[config.mk]
export PLATFORM = sky130hd
export DESIGN_NAME = bcd2bin_multi
export DESIGN_NICKNAME = d
export VERILOG_FILES = /design/src/rtl/bcd2bin_pkg.sv /design/src/rtl/bcd_digit_adj.sv /design/src/rtl/bcd2bin_multi.sv
export SDC_FILE = /design/constraint.sdc
export NUM_CORES = 1
export LEC_CHECK = 0
export CORE_MARGIN = 2
export CORE_UTILIZATION = 30
export DETAILED_ROUTE_END_ITERATION = 10
export GPL_ROUTABILITY_DRIVEN = 0
export SYNTH_ARGS = -nofsm -noshare
export SYNTH_HDL_FRONTEND = slang
export SYNTH_SLANG_ARGS = --single-unit
[constraint.sdc]
create_clock -name clk -period 2.2 [get_ports clk]
set_input_delay 0.44 -clock clk [delete_from_list [all_inputs] [get_ports clk]]
set_output_delay 0.44 -clock clk [all_outputs]
set_load 0.005 [all_outputs]
[src/rtl/bcd2bin_pkg.sv]
// Shared types and elaboration-time helpers for the BCD <-> binary converter.
package bcd2bin_pkg;

    typedef enum logic [1:0] {
        ST_IDLE = 2'd0,
        ST_B2N  = 2'd1,
        ST_N2B  = 2'd2,
        ST_DONE = 2'd3
    } state_e;

    typedef enum logic {
        MODE_B2N = 1'b0,
        MODE_N2B = 1'b1
    } mode_e;

    localparam int          NIB_W   = 4;
    localparam logic [3:0]  ADJ_MIN = 4'd5;
    localparam logic [3:0]  ADJ_ADD = 4'd3;

    function automatic longint pow10(input int n);
        longint p;
        p = 1;
        for (int i = 0; i < n; i++) p = p * 10;
        return p;
    endfunction

    // Smallest binary width able to hold every value 0 .. 10^n - 1.
    function automatic int calc_bin_w(input int num_digits);
        return $clog2(pow10(num_digits));
    endfunction

endpackage

[src/rtl/bcd_digit_adj.sv]
// Double-dabble nibble correction: add 3 when the digit is 5 or more.
module bcd_digit_adj
    import bcd2bin_pkg::*;
(
    input  logic [NIB_W-1:0] nib_in,
    output logic [NIB_W-1:0] nib_out
);

    always_comb begin
        nib_out = (nib_in >= ADJ_MIN) ? nib_in + ADJ_ADD : nib_in;
    end

endmodule

[src/rtl/bcd2bin_multi.sv]
// Multi-digit BCD <-> binary converter: digit-serial multiply-by-ten one way,
// bit-serial double-dabble the other, sharing one step counter.
module bcd2bin_multi
    import bcd2bin_pkg::*;
#(
    parameter int NUM_DIGITS = 2,
    parameter int BIN_W      = calc_bin_w(NUM_DIGITS)
) (
    input  logic                    clk,
    input  logic                    reset,
    input  logic                    start,
    input  logic                    mode,
    input  logic [4*NUM_DIGITS-1:0] bcd_in,
    input  logic [BIN_W-1:0]        bin_in,
    output logic                    ready,
    output logic                    done_tick,
    output logic                    err,
    output logic [BIN_W-1:0]        bin_out,
    output logic [4*NUM_DIGITS-1:0] bcd_out
);

    localparam int BCD_W     = NIB_W * NUM_DIGITS;
    localparam int MAX_STEPS = (NUM_DIGITS > BIN_W) ? NUM_DIGITS : BIN_W;
    localparam int CNT_W     = $clog2(MAX_STEPS + 1);

    localparam logic [CNT_W-1:0] B2N_STEPS = CNT_W'(NUM_DIGITS);
    localparam logic [CNT_W-1:0] N2B_STEPS = CNT_W'(BIN_W);
    localparam logic [BIN_W-1:0] BIN_LIMIT = BIN_W'(pow10(NUM_DIGITS));

    generate
        if (NUM_DIGITS < 1 || NUM_DIGITS > 9) begin : g_bad_digits
            $error("bcd2bin_multi: NUM_DIGITS must be in 1..9");
        end
    endgenerate

    state_e             state_q,     state_d;
    logic [BCD_W-1:0]   bcd_op_q,    bcd_op_d;
    logic [BIN_W-1:0]   bin_op_q,    bin_op_d;
    logic [BIN_W-1:0]   bin_acc_q,   bin_acc_d;
    logic [BCD_W-1:0]   bcd_acc_q,   bcd_acc_d;
    logic [CNT_W-1:0]   cnt_q,       cnt_d;
    logic               ready_q,     ready_d;
    logic               done_tick_q, done_tick_d;
    logic               err_q,       err_d;
    logic [BIN_W-1:0]   bin_out_q,   bin_out_d;
    logic [BCD_W-1:0]   bcd_out_q,   bcd_out_d;

    logic               digit_bad;
    logic               bin_too_big;
    logic [BIN_W+3:0]   acc_ext;
    logic [BIN_W+3:0]   acc_x10;
    logic [BCD_W-1:0]   bcd_adj;

    always_comb begin
        digit_bad = 1'b0;
        for (int i = 0; i < NUM_DIGITS; i++) begin
            if (bcd_in[NIB_W*i +: NIB_W] > 4'd9) digit_bad = 1'b1;
        end
    end

    assign bin_too_big = (bin_in >= BIN_LIMIT);

    // acc*10 + next digit, built as (acc<<3)+(acc<<1) with four bits of headroom.
    assign acc_ext = {4'b0000, bin_acc_q};
    assign acc_x10 = (acc_ext << 3) + (acc_ext << 1)
                   + {{BIN_W{1'b0}}, bcd_op_q[BCD_W-1 -: NIB_W]};

    for (genvar g = 0; g < NUM_DIGITS; g++) begin : g_adj
        bcd_digit_adj u_adj (
            .nib_in  (bcd_acc_q[NIB_W*g +: NIB_W]),
            .nib_out (bcd_adj[NIB_W*g +: NIB_W])
        );
    end

    always_comb begin
        // NOTE: every _d starts as its _q so no branch can leave a signal unassigned and infer a latch.
        state_d     = state_q;
        bcd_op_d    = bcd_op_q;
        bin_op_d    = bin_op_q;
        bin_acc_d   = bin_acc_q;
        bcd_acc_d   = bcd_acc_q;
        cnt_d       = cnt_q;
        ready_d     = ready_q;
        done_tick_d = 1'b0;
        err_d       = err_q;
        bin_out_d   = bin_out_q;
        bcd_out_d   = bcd_out_q;

        case (state_q)
            ST_IDLE: begin
                if (start) begin
                    bcd_op_d  = bcd_in;
                    bin_op_d  = bin_in;
                    bin_acc_d = '0;
                    bcd_acc_d = '0;
                    cnt_d     = '0;
                    ready_d   = 1'b0;
                    if (mode_e'(mode) == MODE_B2N) begin
                        if (digit_bad) begin
                            state_d     = ST_DONE;
                            done_tick_d = 1'b1;
                            err_d       = 1'b1;
                            bin_out_d   = '0;
                        end else begin
                            state_d = ST_B2N;
                        end
                    end else begin
                        if (bin_too_big) begin
                            state_d     = ST_DONE;
                            done_tick_d = 1'b1;
                            err_d       = 1'b1;
                            bcd_out_d   = '0;
                        end else begin
                            state_d = ST_N2B;
                        end
                    end
                end
            end

            ST_B2N: begin
                if (cnt_q == B2N_STEPS) begin
                    state_d     = ST_DONE;
                    done_tick_d = 1'b1;
                    err_d       = 1'b0;
                    bin_out_d   = bin_acc_q;
                end else begin
                    bin_acc_d = acc_x10[BIN_W-1:0];
                    bcd_op_d  = bcd_op_q << NIB_W;
                    cnt_d     = cnt_q + CNT_W'(1);
                end
            end

            ST_N2B: begin
                if (cnt_q == N2B_STEPS) begin
                    state_d     = ST_DONE;
                    done_tick_d = 1'b1;
                    err_d       = 1'b0;
                    bcd_out_d   = bcd_acc_q;
                end else begin
                    bcd_acc_d = {bcd_adj[BCD_W-2:0], bin_op_q[BIN_W-1]};
                    bin_op_d  = bin_op_q << 1;
                    cnt_d     = cnt_q + CNT_W'(1);
                end
            end

            ST_DONE: begin
                state_d = ST_IDLE;
                ready_d = 1'b1;
            end

            default: begin
                state_d = ST_IDLE;
                ready_d = 1'b1;
            end
        endcase
    end

    // NOTE: sequential state is written with <= only, and the reset clears every flop including the datapath.
    always_ff @(posedge clk) begin
        if (!reset) begin
            state_q     <= ST_IDLE;
            bcd_op_q    <= '0;
            bin_op_q    <= '0;
            bin_acc_q   <= '0;
            bcd_acc_q   <= '0;
            cnt_q       <= '0;
            ready_q     <= 1'b1;
            done_tick_q <= 1'b0;
            err_q       <= 1'b0;
            bin_out_q   <= '0;
            bcd_out_q   <= '0;
        end else begin
            state_q     <= state_d;
            bcd_op_q    <= bcd_op_d;
            bin_op_q    <= bin_op_d;
            bin_acc_q   <= bin_acc_d;
            bcd_acc_q   <= bcd_acc_d;
            cnt_q       <= cnt_d;
            ready_q     <= ready_d;
            done_tick_q <= done_tick_d;
            err_q       <= err_d;
            bin_out_q   <= bin_out_d;
            bcd_out_q   <= bcd_out_d;
        end
    end

    assign ready     = ready_q;
    assign done_tick = done_tick_q;
    assign err       = err_q;
    assign bin_out   = bin_out_q;
    assign bcd_out   = bcd_out_q;

endmodule

Word level (Yosys, flattened, before mapping)
Index checks and enable logic that the tools add are counted.

storage, ports and cells
  bits of input ports = 19
  word-level logic and storage cells = 103
  register bits = 53

cells by class
  magnitude comparators = 5
  reduce and logical (&&, ||, !) cells = 13
  multiplexer cells = 53
  $add $sub $neg = 5
  equality and inequality tests = 16

operator list
  operator               number
  $mux W8                8
  $mux W7                8
  $pmux W8 S2            3
  $pmux W7 S2            3
  $ne A2 B2 Y1 const B   9
  $mux W1                16
  $mux W3                4
  $mux W2                5
  $reduce_and A5 Y1      2
  $pmux W3 S3            1
  $reduce_and A3 Y1      3
  $ge A4 B3 Y1 const B   2
  $gt A4 B4 Y1 const B   2
  $pmux W2 S4            1
  $add A7 B4 Y7          1
  $add A7 B7 Y7          1
  $ge A7 B7 Y1 const B   1
  $ne A3 B3 Y1 const B   2
  $pmux W1 S3            2
  $reduce_and A6 Y1      1
  $reduce_bool A2 Y1     3
  $add A4 B2 Y4 const B  1
  $eq A2 B2 Y1 const B   2
  $mux W4                1
  other kinds (10)       10

Longest topological paths before layout
Gate-level depths: netlist of run 1.

  depth after elaboration = 7
  mapped depth = 9
  mapped depth without buffers = 8

By module
Synthesis of run 1 repeated with hierarchy kept, for this count alone.

unflattened totals
  cells, all modules = 313
  area, all modules = 2867.8 µm²

modules (own cells, without submodules)
  module         seq. area each (µm²)  area an instance (µm²)  instances  cells an instance
  bcd2bin_multi  1061.0                2665.1                  1          281
  bcd_digit_adj  0.0                   101.3                   2          16

Least setup slack after synthesis of run 1
OpenSTA, ideal clock, no wires.

  kind = reg2reg
  from = reg bin_acc_q[0]
  to = reg bin_acc_q[6]
  arrival time = 2.034 ns
  slack = 0.048 ns
  data required time = 2.083 ns
  buffers on the path = 0
  library setup time = 0.117 ns
  stages on the path, launching flop included = 9
  cell sequence = dfxtp_1 > inv_1 > fa_1 > inv_1 > fa_1 > a21o_1 > a21oi_1 > xnor2_1 > a32o_1

on the way
  word-level cells in the longest chain between the ends = 4

ends and longest elaborated chain
  item                      line                  text
  start: declaration        bcd2bin_multi.sv:39   logic [BIN_W-1:0] bin_acc_q, bin_acc_d;
  start signal: assignment  bcd2bin_multi.sv:176  bin_acc_q <= bin_acc_d;
  $add A7 B7 Y7             bcd2bin_multi.sv:65   assign acc_x10 = (acc_ext << 3) + (acc_ext << 1)
  $add A7 B4 Y7             bcd2bin_multi.sv:66   + {{BIN_W{1'b0}}, bcd_op_q[BCD_W-1 -: NIB_W]};
  $mux W7                   bcd2bin_multi.sv:121  if (cnt_q == B2N_STEPS) begin
  $pmux W7 S2               bcd2bin_multi.sv:89   case (state_q)

No other way between the ends. The select of a mux whose other input is x is not followed.
A chain may end at the register's enable or synchronous reset.

Final worst setup path of run 1
  from = reg bcd_op_q[7]
  to = reg bin_acc_q[6]

on the way
  word-level cells in the longest chain between the ends = 3

ends and longest elaborated chain
  item                      line                  text
  start: declaration        bcd2bin_multi.sv:37   logic [BCD_W-1:0] bcd_op_q, bcd_op_d;
  start signal: assignment  bcd2bin_multi.sv:174  bcd_op_q <= bcd_op_d;
  $add A7 B4 Y7             bcd2bin_multi.sv:66
  $mux W7                   bcd2bin_multi.sv:121
  $pmux W7 S2               bcd2bin_multi.sv:89

No other way between the ends. The select of a mux whose other input is x is not followed.

==> results.md, run 1 <==
- Outcome: completed
- Drt wl/cell: 13.9 microns
- Synth Area per Inst: 9.33 sq um
- Post-synth EDFFs: 0
- Max Clock Skew: 0.00787 ns
- Path depth of the worst reg2reg path: 8
- Flops & latches, synth: 53
- Largest net degree at the start of global routing: 26
- Seq pwr share: 36.9%
- DP Area: 3350 sq um
- Vias in the first global route: 2319
- Static leakage: 1.33 nW
- Unrepaired setup endpoints after global routing: false
- R2r startpoint: bcd_op_q[7]$_SDFFE_PN0P_
- Share of flip-flops with an asynchronous set or reset: 0%
- R2R setup slack: 0.11 ns
- Nets: 389
- Layout area overhead: 22.8%
- Peak VDD IR: 345 uV
- Die Width: 101 microns
- Slew @ Worst Pin: 0.488 ns
- DRT Wirelength: 6390 microns
- GRT overflow: 0
- Min-Delay Path Depth: 2
- Clock slew at reported path FFs: 0.10 ns
- Post-synthesis cell type count: 47
- Syn nets: 345
- Port Buf Inserts: 36
- Effective utilization at floorplan: 30.8%
- Starting DRT DRC Count: 95
- Slew headroom: 67.3%
- Hold buffers post-CTS: 0
- Combinational fraction of design power: 44.2%
- Switching Power: 0.00123 W
- YS warnings: 0
- DR DRC count: 0
- CTS Buf Count: 5
- Critical Path RT: 2.40 ns
- Critical path origin: bcd_op_q[7]$_SDFFE_PN0P_
- Crit-path max FO: 2
- Vias per std cell: 4.99
- Synth top area cells: dfxtp_1 37%, ha_1 8.8%, mux2i_1 4.6%, a21oi_1 4.1%, nand3_1 3.7%
- Pint: 0.00197 W
- Max clock buf depth: 2
- Initial antenna violation count: 0
- Finish-stage setup viols: 0
- All-Layer GR Usage: 12.9%
- TNS Setup: 0 ns
- Share of layout cells above drive strength 1: 12.0%
- Die area: 10200 sq um
- # H-tree levels: 2
- Peak Freq: 479 MHz
- Yosys top cell by area: dfxtp_1
- Top cell type's share of synthesized area: 37.4%
- Clock Latency Late Sink: 0.31 ns
- Register area share after synthesis: 37.4%
- Clock share of power: 19.0%
- Fill count: 932
- Die height: 101 microns
- Drt first pass iters: 4
- Core region area: 9200 sq um
- Root buffer cell: clkbuf_8
- Post-DP HPWL: 4600 microns
- Top_reg_cell synth: dfxtp_1
- Non-Filler Cell Area, Final: 3480 sq um
- Final ANT Viol Nets: 0
- FF-to-FF End: bin_acc_q[6]$_SDFFE_PN0P_
- Sw Share: 38.4%
- Synth Instances: 304
- Hold endpoint: bcd_op_q[0]$_SDFFE_PN0P_
- Fin. Hold Viols: 0
- Hold Crit Start: bcd_op_q[0]$_SDFFE_PN0P_
- Crit path time final: 2.09 ns
- CTS tree: done
- Critical Path Sink Type: register
- # Max-Cap Violations: 0
- P per Cell Area: 919 nW/um^2
- Row count: 35
- Setup CP Type: reg -> reg
- Vias: 2296
- Worst path arrival time: 2.29 ns
- Final period util: 94.9%
- Clock sinks: 53
- Worst Hold Class: reg -> reg
- Max-slew violation count: 0
- N_diodes: 0
- Mapped Area: 2840 sq um
- Top Ports: 37
- CP startpoint kind: register
- First-pass GRT wire length: 10800 microns
-- power groups by stage --
stage	logic, W	registers, W	clock network [W]
4_1_cts	0.00137	0.00118	0.000623
3_5_place_dp	0.00136	0.00120	0
6_report	0.00141	0.00118	0.000607
5_1_grt	0.00157	0.00120	0.000661
2_1_floorplan	0.00107	0.00118	0
3_3_place_gp	0.00135	0.00120	0
-- critical path, stage by stage (launching register included) --
cell and delay, ns:
dfxtp_2 0.34, inv_1 0.05, fa_1 0.52, inv_1 0.07, fa_2 0.39, a21o_1 0.19, a21oi_2 0.13, xnor2_1 0.08
a32o_1 0.20
-- placed cells by master, fill, tap and decap left out, types with 2 or more instances in the layout --
cell type,instances
dfxtp_1,52
clkdlybuf4s50_1,36
nor2_1,27
a21oi_1,22
nand3_1,21
ha_1,20
nand2_1,16
inv_1,13
mux2i_1,13
buf_4,13
a211oi_1,12
a22oi_1,11
a22o_1,8
a31oi_1,7
clkbuf_8,7
nand2b_1,6
xnor2_1,6
o21ai_1,5
and3_1,4
a21o_1,3
a21oi_4,3
inv_2,3
o21ai_0,3
o21a_1,3
nor2b_1,3
nor3_2,3
nor3_1,3
a32o_1,2
xor2_1,2
-- worst max path at each step --
stage,slack [ns],cells after the start,end
after global routing,0.0007,8,bin_acc_q[6]$_SDFFE_PN0P_
after floorplan,0.05,8,bin_acc_q[6]$_SDFFE_PN0P_
after global placement,0.06,8,bin_acc_q[6]$_SDFFE_PN0P_
final,0.11,8,bin_acc_q[6]$_SDFFE_PN0P_
after CTS,0.02,8,bin_acc_q[6]$_SDFFE_PN0P_
after detailed placement,0.01,8,bin_acc_q[6]$_SDFFE_PN0P_
-- state kept, by name (all words and copies together), names as in the netlist --
name,flops
bcd_acc_q,8
bcd_op_q,8
bcd_out,8
bin_acc_q,7
bin_op_q,7
bin_out,7
cnt_q,3
done_tick,1
err,1
ready,1
state_q,2
-- final cells by class --
class	count	area, sq um	share of cell area, %
inverter	16	60.1	1.73
sequential	53	1060	30.5
timing repair buffer	50	478	13.7
tap	111	139	3.99
clock inverter	1	5.00	0.144
clock buffer	7	96.3	2.77
multi-input combinational	222	1640	47.1
-- per-stage QoR --
step           utilization (%)  worst slack, ns  std cells  power [W]  hold WS, ns
3_3_place_gp              36.4           0.0627        451    0.00255        0.443
2_1_floorplan                -           0.0482        304    0.00226        0.432
3_5_place_dp              36.4           0.0140        451    0.00256        0.443
5_1_grt                   37.9         0.000725        460    0.00343        0.498
4_1_cts                   37.6           0.0173        459    0.00318        0.457
6_report                  37.9            0.113        460    0.00320        0.455
-- cells by family (layout without fill, tap and decap cells) --
kind of cell | count (synthesis) | after routing | synth area share, %
compound gates | 88 | 88 | 23.7
xor+xnor | 8 | 8 | 2.47
fa+ha+maj | 22 | 22 | 10.2
buf+inv | 29 | 74 | 4.94
flops | 53 | 53 | 37.4
mux | 13 | 13 | 4.59
simple gates | 91 | 91 | 16.7
-- cell usage after synthesis (5+ instances only) --
cell,n
dfxtp_1,53
nor2_1,27
a21oi_1,23
nand3_1,21
ha_1,20
nand2_1,16
inv_1,13
mux2i_1,13
a211oi_1,12
a22oi_1,11
a22o_1,8
a31oi_1,7
nand2b_1,6
xnor2_1,6
o21ai_1,5
-- layer usage --
| layer | part of all wire [%] | global-route usage (%) | wire length [microns] | up-vias |
|---|---|---|---|---|
| li1 | - | - | - | 1183 |
| met5 | 0 | 0 | 0 | - |
| met2 | 46 | 21.9 | 2930 | 29 |
| met3 | 3.5 | 2.14 | 223 | 5 |
| met1 | 49 | 16.8 | 3150 | 1079 |
| met4 | 1.2 | 3.64 | 75 | 0 |
-- timing repair --
action / CTS / global route
endpoints found under the setup margin: 1 / 3
pin swaps: 0 / 2
resized for setup: 1 / 2
buffers inserted: 0 / 1
Note: power is estimated with default switching activity, not from simulation.
==> inputs of run 2 (changes only) <==
- clock period: 2.2 -> 2.12 ns (I/O delays scaled with it)
==> run 2 against run 1 <==
  * Die area is the same
  * Clock skew increased by 0.0013 ns
  * Via count is 3.1% higher
  * Global-route usage increased by 0.27 points
  * Sequential power is 3% higher
  * Non-clock buffer count up 5
  * Flip-flop and latch count stayed put
  * First-iteration DRC count rose by 31%
  * Critical path type unchanged
  * Largest cell class unchanged
  * Largest power group unchanged
  * Highest routed layer unchanged
==> results.md, run 2 (synthesized netlist as in run 1, its figures left out) <==
- Outcome: completed
- Static leakage: 1.36 nW
- Util after Layout: 38.6%
- All-Layer GR Usage: 13.1%
- CP max stage delay: 0.54 ns
- Fin. Hold Viols: 0
- Area of the multi-input gates: 1660 sq um
- CTS Buf Count: 5
- Die area: 10200 sq um
- Hold buffers post-CTS: 0
- Vias in the first global route: 2296
- Slew headroom: 67.6%
- Crit-path max FO: 2
- CP max-delay cell: fa_1
- DRT Wirelength: 6360 microns
- Final setup margin: 0.0961 ns
- N_diodes: 0
- Row count: 35
- DP Area: 3410 sq um
- Crit-path cells: inv_1 -> fa_1 -> inv_2 -> buf_4 -> ha_4 -> a21o_1 -> a21oi_2 -> xnor2_1 -> a32o_1
- Max clock buf depth: 2
- CTS tree: done
- Finish-stage setup viols: 0
- # H-tree levels: 2
- Setup CP Type: reg -> reg
- Post-CTS Setup Repair Bufs: 0
- Max-slew violation count: 0
- Clock slew at reported path FFs: 0.10 ns
- Worst path top cell family by delay: adder cells
- Worst Path Buf+Inv: 3
- Top Ports: 37
- Clock Latency Late Sink: 0.31 ns
- First-pass GRT wire length: 10900 microns
- Final ANT Viol Nets: 0
- Pre-CTS setup slack: -0.0237 ns
- Clock sinks: 53
- Drt first pass iters: 4
- Peak Freq: 494 MHz
- Effective utilization at floorplan: 30.8%
- Non-Filler Cell Area, Final: 3550 sq um
- Vias per std cell: 5.09
- Initial antenna violation count: 0
- Largest net degree at the start of global routing: 18
- Most frequent cells in the layout: 50 x dfxtp_1, 36 x clkdlybuf4s50_1, 27 x nor2_1
- Commonest non-fill, non-tap cell in the layout: dfxtp_1
- Starting DRT DRC Count: 124
- # Max-Cap Violations: 0
- GRT overflow: 0
- Post-DP HPWL: 4720 microns
- Slew @ Worst Pin: 0.484 ns
- Unrepaired setup endpoints after global routing: false
- Critical Path RT: 2.33 ns
- Peak VDD IR: 321 uV
- Die height: 101 microns
- P per Cell Area: 956 nW/um^2
- Worst Hold Class: reg -> reg
- Worst path arrival time: 2.24 ns
- Core region area: 9200 sq um
- Max Clock Skew: 0.00913 ns
- Die Width: 101 microns
- Drt wl/cell: 13.7 microns
- Port Buf Inserts: 36
- Root buffer cell: clkbuf_8
- Final period util: 95.5%
- Crit path time final: 2.02 ns
- Hold_ws: 0.460 ns
- Critical Path Sink Type: register
- DR DRC count: 0
- Layout area overhead: 25.3%
- Register area: 1060 sq um
- Share of layout cells above drive strength 1: 14.4%
- Nets: 394
- Vias: 2368
- CP startpoint kind: register
- R2R setup slack: 0.1 ns
- Fill count: 902
- Total Power: 0.00340 W
==> run 2: area by class of cell <==
cell class | instances | share of cell area (%)
multi-input combinational | 222 | 46.6
tap | 111 | 3.91
timing repair buffer | 55 | 14.5
clock buffer | 7 | 2.43
sequential | 53 | 30.0
clock inverter | 1 | 0.845
inverter | 16 | 1.69
==> run 2: power by group <==
group / internal [W] / switching (W)
clock: 0.000385 / 0.000330
sequential: 0.00114 / 0.0000825
combinational: 0.000620 / 0.000839
total: 0.00214 / 0.00125
==> run 2: what timing repair did <==
action,in CTS,in global routing
pin swaps,0,7
endpoints found under the setup margin,1,2
gates resized for setup,3,3
==> run 2: routing by layer <==
metal | global-route usage [%] | up-vias | share of wire [%]
li1 | - | 1202 | -
met1 | 17.7 | 1121 | 48
met2 | 20.9 | 39 | 47
met3 | 3.04 | 6 | 4.0
met4 | 4.05 | 0 | 1.1
met5 | 0 | - | 0
==> run 2: tightest hold or removal path, delay by kind of cell, from the launching register on <==
kind | cells | cell delay (ns)
AND/OR/NAND/NOR | 1 | 0.05
flip-flops | 1 | 0.32
AO/OA/AOI/OAI | 1 | 0.05
==> run 2: worst paths after layout <==
check | to | start | cells after the start
max | bin_acc_q[5]$_SDFFE_PN0P_ | bcd_op_q[7]$_SDFFE_PN0P_ | 9
min | bcd_op_q[0]$_SDFFE_PN0P_ | bcd_op_q[0]$_SDFFE_PN0P_ | 2
max reg2reg | bin_acc_q[5]$_SDFFE_PN0P_ | bcd_op_q[7]$_SDFFE_PN0P_ | 9
min reg2reg | bcd_op_q[0]$_SDFFE_PN0P_ | bcd_op_q[0]$_SDFFE_PN0P_ | 2
==> run 2: metrics by stage <==
step	cells	TNS, ns
2_1_floorplan	304	0
3_3_place_gp	457	-0.0228
3_5_place_dp	457	-0.0237
4_1_cts	465	0
5_1_grt	465	0
6_report	465	0
